## src/rtl/kws_macc_pkg.sv

```systemverilog
// Shared definitions for the KWS MAC sequencer: widths, CFU function IDs,
// FSM states and the command payload layout.
package kws_macc_pkg;

  localparam int unsigned LANES  = 4;
  localparam int unsigned LANE_W = 8;
  localparam int unsigned OFF_W  = 9;
  localparam int unsigned PROD_W = 18;
  localparam int unsigned SUM_W  = 20;
  localparam int unsigned ACC_W  = 32;
  localparam int unsigned CNT_W  = 16;
  localparam int unsigned FID_W  = 3;

  localparam logic [FID_W-1:0] OP_SET_OFF = 3'd0;
  localparam logic [FID_W-1:0] OP_SET_ACC = 3'd1;
  localparam logic [FID_W-1:0] OP_WR_FILT = 3'd2;
  localparam logic [FID_W-1:0] OP_WR_IN   = 3'd3;
  localparam logic [FID_W-1:0] OP_RUN     = 3'd4;
  localparam logic [FID_W-1:0] OP_RD_ACC  = 3'd5;
  localparam logic [FID_W-1:0] OP_RD_PERF = 3'd6;
  localparam logic [FID_W-1:0] OP_RSVD    = 3'd7;

  typedef enum logic [1:0] {
    IDLE = 2'd0,
    RUN  = 2'd1,
    RESP = 2'd2
  } state_e;

  typedef struct packed {
    logic [FID_W-1:0] fid;
    logic [ACC_W-1:0] in0;
    logic [ACC_W-1:0] in1;
  } cmd_t;

endpackage

```

## src/rtl/simd_macc4.sv

```systemverilog
// Combinational 4-lane int8 dot product: sum_l f[l] * (x[l] + offset).
// Ports:
//   filt_word  in  32  four signed int8 filter lanes, lane 0 in [7:0]
//   in_word    in  32  four signed int8 input lanes, lane 0 in [7:0]
//   offset     in  9   signed input offset added to every input lane
//   sum_c      out 20  signed lane sum (combinational)
module simd_macc4
  import kws_macc_pkg::*;
(
  input  logic        [ACC_W-1:0] filt_word,
  input  logic        [ACC_W-1:0] in_word,
  input  logic signed [OFF_W-1:0] offset,
  output logic signed [SUM_W-1:0] sum_c
);

  logic [PROD_W-1:0] prod [LANES];

  // Per-lane product; operands are sign-extended to the product width so the
  // truncated unsigned multiply equals the signed product.
  for (genvar l = 0; l < LANES; l++) begin : g_lane
    logic [LANE_W-1:0] f;
    logic [LANE_W-1:0] x;
    logic [OFF_W:0]    xo;
    assign f  = filt_word[l*LANE_W +: LANE_W];
    assign x  = in_word[l*LANE_W +: LANE_W];
    assign xo = {{(OFF_W+1-LANE_W){x[LANE_W-1]}}, x} + {offset[OFF_W-1], offset};
    assign prod[l] = {{(PROD_W-LANE_W){f[LANE_W-1]}}, f} *
                     {{(PROD_W-OFF_W-1){xo[OFF_W]}}, xo};
  end

  // Sign-extended accumulation of the four lane products.
  always_comb begin
    sum_c = '0;
    for (int l = 0; l < LANES; l++) begin
      sum_c = sum_c + {{(SUM_W-PROD_W){prod[l][PROD_W-1]}}, prod[l]};
    end
  end

endmodule

```

## src/rtl/kws_macc_sequencer.sv

```systemverilog
// CFU-attached sequencer that streams buffered filter/input words through a
// 4-lane int8 MAC into a 32-bit accumulator, one word per cycle.
// Optional feature macro: KWS_MACC_SEQ_PERF_EN adds a RUN-cycle counter
// readable via RD_PERF (returns 0 when not defined).
// Ports:
//   clk, reset                 clock, asynchronous active-high reset
//   cmd_valid / cmd_ready      command handshake (ready only in IDLE)
//   cmd_payload_function_id    3-bit opcode
//   cmd_payload_inputs_0/1     32-bit operands
//   rsp_valid / rsp_ready      response handshake (valid only in RESP)
//   rsp_payload_response_ok    constant 1
//   rsp_payload_outputs_0      registered 32-bit result
module kws_macc_sequencer
  import kws_macc_pkg::*;
#(
  parameter int unsigned DEPTH  = 16,
  parameter int unsigned ADDR_W = 4
) (
  input  logic              clk,
  input  logic              reset,
  input  logic              cmd_valid,
  output logic              cmd_ready,
  input  logic [FID_W-1:0]  cmd_payload_function_id,
  input  logic [ACC_W-1:0]  cmd_payload_inputs_0,
  input  logic [ACC_W-1:0]  cmd_payload_inputs_1,
  output logic              rsp_valid,
  input  logic              rsp_ready,
  output logic              rsp_payload_response_ok,
  output logic [ACC_W-1:0]  rsp_payload_outputs_0
);

  state_e                  state_q, state_d;
  logic [ACC_W-1:0]        acc_q, acc_d;
  logic signed [OFF_W-1:0] off_q, off_d;
  logic [ADDR_W-1:0]       idx_q, idx_d;
  logic [CNT_W-1:0]        cnt_q, cnt_d;
  logic [ACC_W-1:0]        out_q, out_d;
  logic [ACC_W-1:0]        filt_q [DEPTH];
  logic [ACC_W-1:0]        in_q   [DEPTH];

  cmd_t                    cmd_c;
  logic                    accept_c;
  logic                    filt_we_c;
  logic                    in_we_c;
  logic signed [SUM_W-1:0] sum_c;
  logic [ACC_W-1:0]        sum_ext_c;
  logic [ACC_W-1:0]        perf_c;

  assign cmd_c    = {cmd_payload_function_id, cmd_payload_inputs_0, cmd_payload_inputs_1};
  assign accept_c = cmd_valid && (state_q == IDLE);

  assign cmd_ready               = (state_q == IDLE);
  assign rsp_valid               = (state_q == RESP);
  assign rsp_payload_response_ok = 1'b1;
  assign rsp_payload_outputs_0   = out_q;

  simd_macc4 u_macc (
    .filt_word (filt_q[idx_q]),
    .in_word   (in_q[idx_q]),
    .offset    (off_q),
    .sum_c     (sum_c)
  );

  assign sum_ext_c = {{(ACC_W-SUM_W){sum_c[SUM_W-1]}}, sum_c};

  // Next-state, datapath and response selection.
  always_comb begin
    state_d   = state_q;
    acc_d     = acc_q;
    off_d     = off_q;
    idx_d     = idx_q;
    cnt_d     = cnt_q;
    out_d     = out_q;
    filt_we_c = 1'b0;
    in_we_c   = 1'b0;
    unique case (state_q)
      IDLE: begin
        if (cmd_valid) begin
          state_d = RESP;
          out_d   = '0;
          unique case (cmd_c.fid)
            OP_SET_OFF: off_d = cmd_c.in0[OFF_W-1:0];
            OP_SET_ACC: begin
              acc_d = cmd_c.in0;
              out_d = cmd_c.in0;
            end
            OP_WR_FILT: filt_we_c = 1'b1;
            OP_WR_IN:   in_we_c   = 1'b1;
            OP_RUN: begin
              idx_d = cmd_c.in0[ADDR_W-1:0];
              cnt_d = cmd_c.in1[CNT_W-1:0];
              // Zero-length run answers immediately with the current acc.
              if (cmd_c.in1[CNT_W-1:0] != '0) state_d = RUN;
              else                            out_d   = acc_q;
            end
            OP_RD_ACC:  out_d = acc_q;
            OP_RD_PERF: out_d = perf_c;
            default:    out_d = '0;
          endcase
        end
      end
      RUN: begin
        acc_d = acc_q + sum_ext_c;
        idx_d = idx_q + ADDR_W'(1);
        cnt_d = cnt_q - CNT_W'(1);
        if (cnt_q == CNT_W'(1)) begin
          state_d = RESP;
          out_d   = acc_d;
        end
      end
      RESP: begin
        if (rsp_ready) state_d = IDLE;
      end
      default: state_d = IDLE;
    endcase
  end

  // Control/datapath registers.
  always_ff @(posedge clk or posedge reset) begin
    if (reset) begin
      state_q <= IDLE;
      acc_q   <= '0;
      off_q   <= '0;
      idx_q   <= '0;
      cnt_q   <= '0;
      out_q   <= '0;
    end else begin
      state_q <= state_d;
      acc_q   <= acc_d;
      off_q   <= off_d;
      idx_q   <= idx_d;
      cnt_q   <= cnt_d;
      out_q   <= out_d;
    end
  end

  // Word buffers keep their contents across reset.
  always_ff @(posedge clk) begin
    if (filt_we_c) filt_q[cmd_c.in0[ADDR_W-1:0]] <= cmd_c.in1;
    if (in_we_c)   in_q[cmd_c.in0[ADDR_W-1:0]]   <= cmd_c.in1;
  end

`ifdef KWS_MACC_SEQ_PERF_EN
  logic [ACC_W-1:0] perf_q, perf_d;

  // Counts cycles spent streaming; SET_ACC restarts the measurement.
  always_comb begin
    perf_d = perf_q;
    if (state_q == RUN)                             perf_d = perf_q + ACC_W'(1);
    else if (accept_c && cmd_c.fid == OP_SET_ACC)   perf_d = '0;
  end

  always_ff @(posedge clk or posedge reset) begin
    if (reset) perf_q <= '0;
    else       perf_q <= perf_d;
  end

  assign perf_c = perf_q;
`else
  logic unused_accept;
  assign unused_accept = accept_c;
  assign perf_c        = '0;
`endif

endmodule

```

## config.mk

```make
export PLATFORM = sky130hd
export DESIGN_NAME = kws_macc_sequencer
export DESIGN_NICKNAME = d
export VERILOG_FILES = /design/src/rtl/kws_macc_pkg.sv /design/src/rtl/simd_macc4.sv /design/src/rtl/kws_macc_sequencer.sv
export SDC_FILE = /design/constraint.sdc
export NUM_CORES = 2
export LEC_CHECK = 0
export ABC_CLOCK_PERIOD_IN_PS = 17500
export CORE_MARGIN = 2
export CORE_UTILIZATION = 55
export CTS_CLUSTER_SIZE = 25
export DETAILED_ROUTE_END_ITERATION = 6
export PLACE_DENSITY = 0.8
export REMOVE_ABC_BUFFERS = 1
export SYNTH_ARGS = -nofsm -noshare
export SYNTH_HDL_FRONTEND = slang
export SYNTH_SLANG_ARGS = --single-unit
```

## constraint.sdc

```tcl
create_clock -name clk -period 17.5 [get_ports clk]
set_clock_uncertainty 0.05 [all_clocks]
set_input_delay 4.375 -clock clk [delete_from_list [all_inputs] [get_ports clk]]
set_output_delay 4.375 -clock clk [all_outputs]
set_load 0.05 [all_outputs]
```

==> impl_results.md <==
* Htree depth at 3
* Initial DRC count at between 4000 and 5000
* CTS Root Buffer Type: clkbuf_16
* DP Area at 62800 um^2
* Overflow after GRT at 0
* CP endpoint kind: flop
* CTS Hold Buffers Added at 0
* DIE WIDTH at 333 um
* Pin count of the biggest net entering global routing at between 60 and 70
* Pre-antenna DRT Iters at 7
* Cell mode on critical path: fa_1
* Die Y at 333 um
* Clock Latency Late Sink at roughly 0.75 ns
* Share of cells above drive strength 1 at 15.6%
* Fin Setup TNS at 0 ns
* Area grow syn2layout at 11.3%
* Most frequent cells in the layout: edfxtp_1, inv_1, fa_1
* CTS Sinks at about 1100
* Final setup vio count at 0
* CP startpoint kind: flop
* Synth Instances at 3977
* Final Hold Vio Count at 0
* Clk buf depth at 3
* Via density at 6.31
* DRT Wirelength at 158000 um
* Vias at around 36000
* Period minus WS final at 14.62 ns
* Least-Margin Pin Slew at 1.26 ns
* Data required time at the worst endpoint at 18.11 ns
* Post-DP HPWL at between 90000 and 100000 um
* Antenna-violating nets left at 0
* Mapped Avg Cell Area at 15.0 um^2
* Status: complete, no violations
* F_max at 68.4 MHz
* Hold crit path type: flop to flop
* Slew HR at 15.3%
* FFs w/ async S/R, synth at 8.49%
* Antenna violations before repair at 3
* Ys Warns at 0
* DR DRC count at 0
* RSZ-0062 raised after global routing: no
* Nets at 4755
* Synth Flop Type: edfxtp_1
* Clk slew on worst S/H paths at 0.08 ns
* Routability cong. at 0.939
* Met2 usage at 46.1%
* Worst EP arrival at around 15 ns
* Fill count at 7431
* GRT Total Usage at 28.9%
* Final worst-path cycle share at 83.5%
* TritonCTS clock tree: built
* Post-CTS Setup Bufs at 0
* Post-synth EDFFs at 1024
* Initial Utilization at between 50% and 60%
* Most common cell after layout, fill and taps aside: edfxtp_1
* Sequential fraction of the synthesis area at a little under three fifths
* Vias in the first global route at 36300
* # Max-Cap Violations at 0
* Worst path max stage delay at between 0.8 and 0.9 ns
* Top Ports at around 110
* Final slew viol count at 0
* First-pass GRT wire length at between 200000 and 250000 um
* GR peak layer: met2
* Design area at 66400 um^2
* TritonCTS buffer count at ~110
* Final core occ at approximately three fifths
* Seq cells post-synth at approximately 1100
* Die area at 111000 um^2
* Cts repair resizes at 0
* Routed length per instance at roughly 28 um
* Core area at ~110000 um^2
* M1 GR Usage at 38.1%
* Post-synth cell types at 76
* IO Port Bufs at 104
* Critical path fanouts, max at 35
* GR Layer Usage met3 at 6.39%
* CP Class: flop to flop
* Row count at 120
* Crit-path slowest cell: dfrtp_4
* Post-synthesis cell area at 59600 um^2
[cells by family (layout without fill, tap and decap cells)]
| logic type | after synthesis | in the layout | synth area share [%] |
|---|---|---|---|
| other | 1 | 3 | 0.00629 |
| adder cells (fa/ha/maj) | 543 | 543 | 15.6 |
| XOR/XNOR | 147 | 147 | 2.16 |
| flip-flops | 1119 | 1119 | 55.6 |
| AO/OA/AOI/OAI | 468 | 468 | 5.05 |
| buffers and inverters | 613 | 870 | 4.00 |
| multiplexers | 351 | 351 | 12.3 |
| AND/OR/NAND/NOR | 735 | 735 | 5.41 |
[synthesized netlist by cell type, drive strengths merged, types with 32 or more instances]
cell type	n	share of area, %
buf	56	0.49
fa	331	11
dfrtp	95	4.0
inv	477	3.0
o21ai	87	0.73
nand2	226	1.4
o21bai	34	0.43
nor2	307	1.9
and2	42	0.44
mux4	300	11
xnor2	119	1.7
a21oi	149	1.3
ha	212	4.4
edfxtp	1024	52
clkbuf	80	0.50
a21o	32	0.40
a31oi	41	0.43
[cell type report]
| cell class | instances | area [um^2] | area share [%] |
|---|---|---|---|
| Timing Repair Buffer | 191 | 1690 | 2.55 |
| Clock buffer | 121 | 2750 | 4.14 |
| Sequential cell | 1119 | 33100 | 49.9 |
| Inverter | 477 | 1790 | 2.70 |
| Antenna cell | 2 | 5.00 | 0.00754 |
| Tap cell | 1403 | 1760 | 2.64 |
| Clock inverter | 81 | 846 | 1.27 |
| Multi-Input combinational cell | 2245 | 24400 | 36.7 |
[registers in the layout, summed over array words and instances, names as in the netlist]
register and cells:
acc_q 32, cnt_q 16, filt_q 512, idx_q 4
in_q 512, off_q 9, rsp_payload_outputs_0 32, state_q 2
[routing by layer]
layer	share of wire, %	vias up
li1	-	14800
met2	48	2353
met3	11	477
met4	5.4	0
met5	0	-
met1	36	18000
[worst max-delay path, delay by kind of cell (launching register included)]
| kind | cells | cell delay [ns] |
|---|---|---|
| and+or+nand+nor | 5 | 1.38 |
| xor gates and xnor gates | 2 | 0.30 |
| buffers and inverters | 7 | 1.15 |
| DFF | 1 | 0.87 |
| muxes | 2 | 1.12 |
| adders and majority gates | 11 | 4.79 |
| AOI/OAI and AO/OA | 20 | 4.87 |
[path summary, 6_finish.rpt]
| path | startpoint | to | slack (ns) | cells past startpoint |
|---|---|---|---|---|
| worst max-delay path | idx_q[0] | rsp_payload_outputs_0[31] | 2.88 | 47 |
| worst min-delay path | cnt_q[15] | cnt_q[15] | 0.44 | 2 |
| worst max register to register | idx_q[0] | rsp_payload_outputs_0[31] | 2.88 | 47 |
| worst min register to register | cnt_q[15] | cnt_q[15] | 0.44 | 2 |
| max in group asynchronous | reset | idx_q[2] | 12.09 | 3 |
| min in group asynchronous | reset | acc_q[20] | 4.00 | 2 |
[metrics by stage]
step / hold WS [ns] / instances / setup WS (ns)
CTS: 0.434 / 5637 / 2.89
finish: 0.438 / 5639 / 2.88
global route: 0.467 / 5637 / 1.83
floorplan: 0.392 / 3841 / -5.45
global placement: 0.406 / 5435 / 3.23
detailed placement: 0.420 / 5435 / 2.96
Power is left out: the tool's default activity adds up to more than one toggle a clock period on the data nets, which glitch-free logic cannot reach.
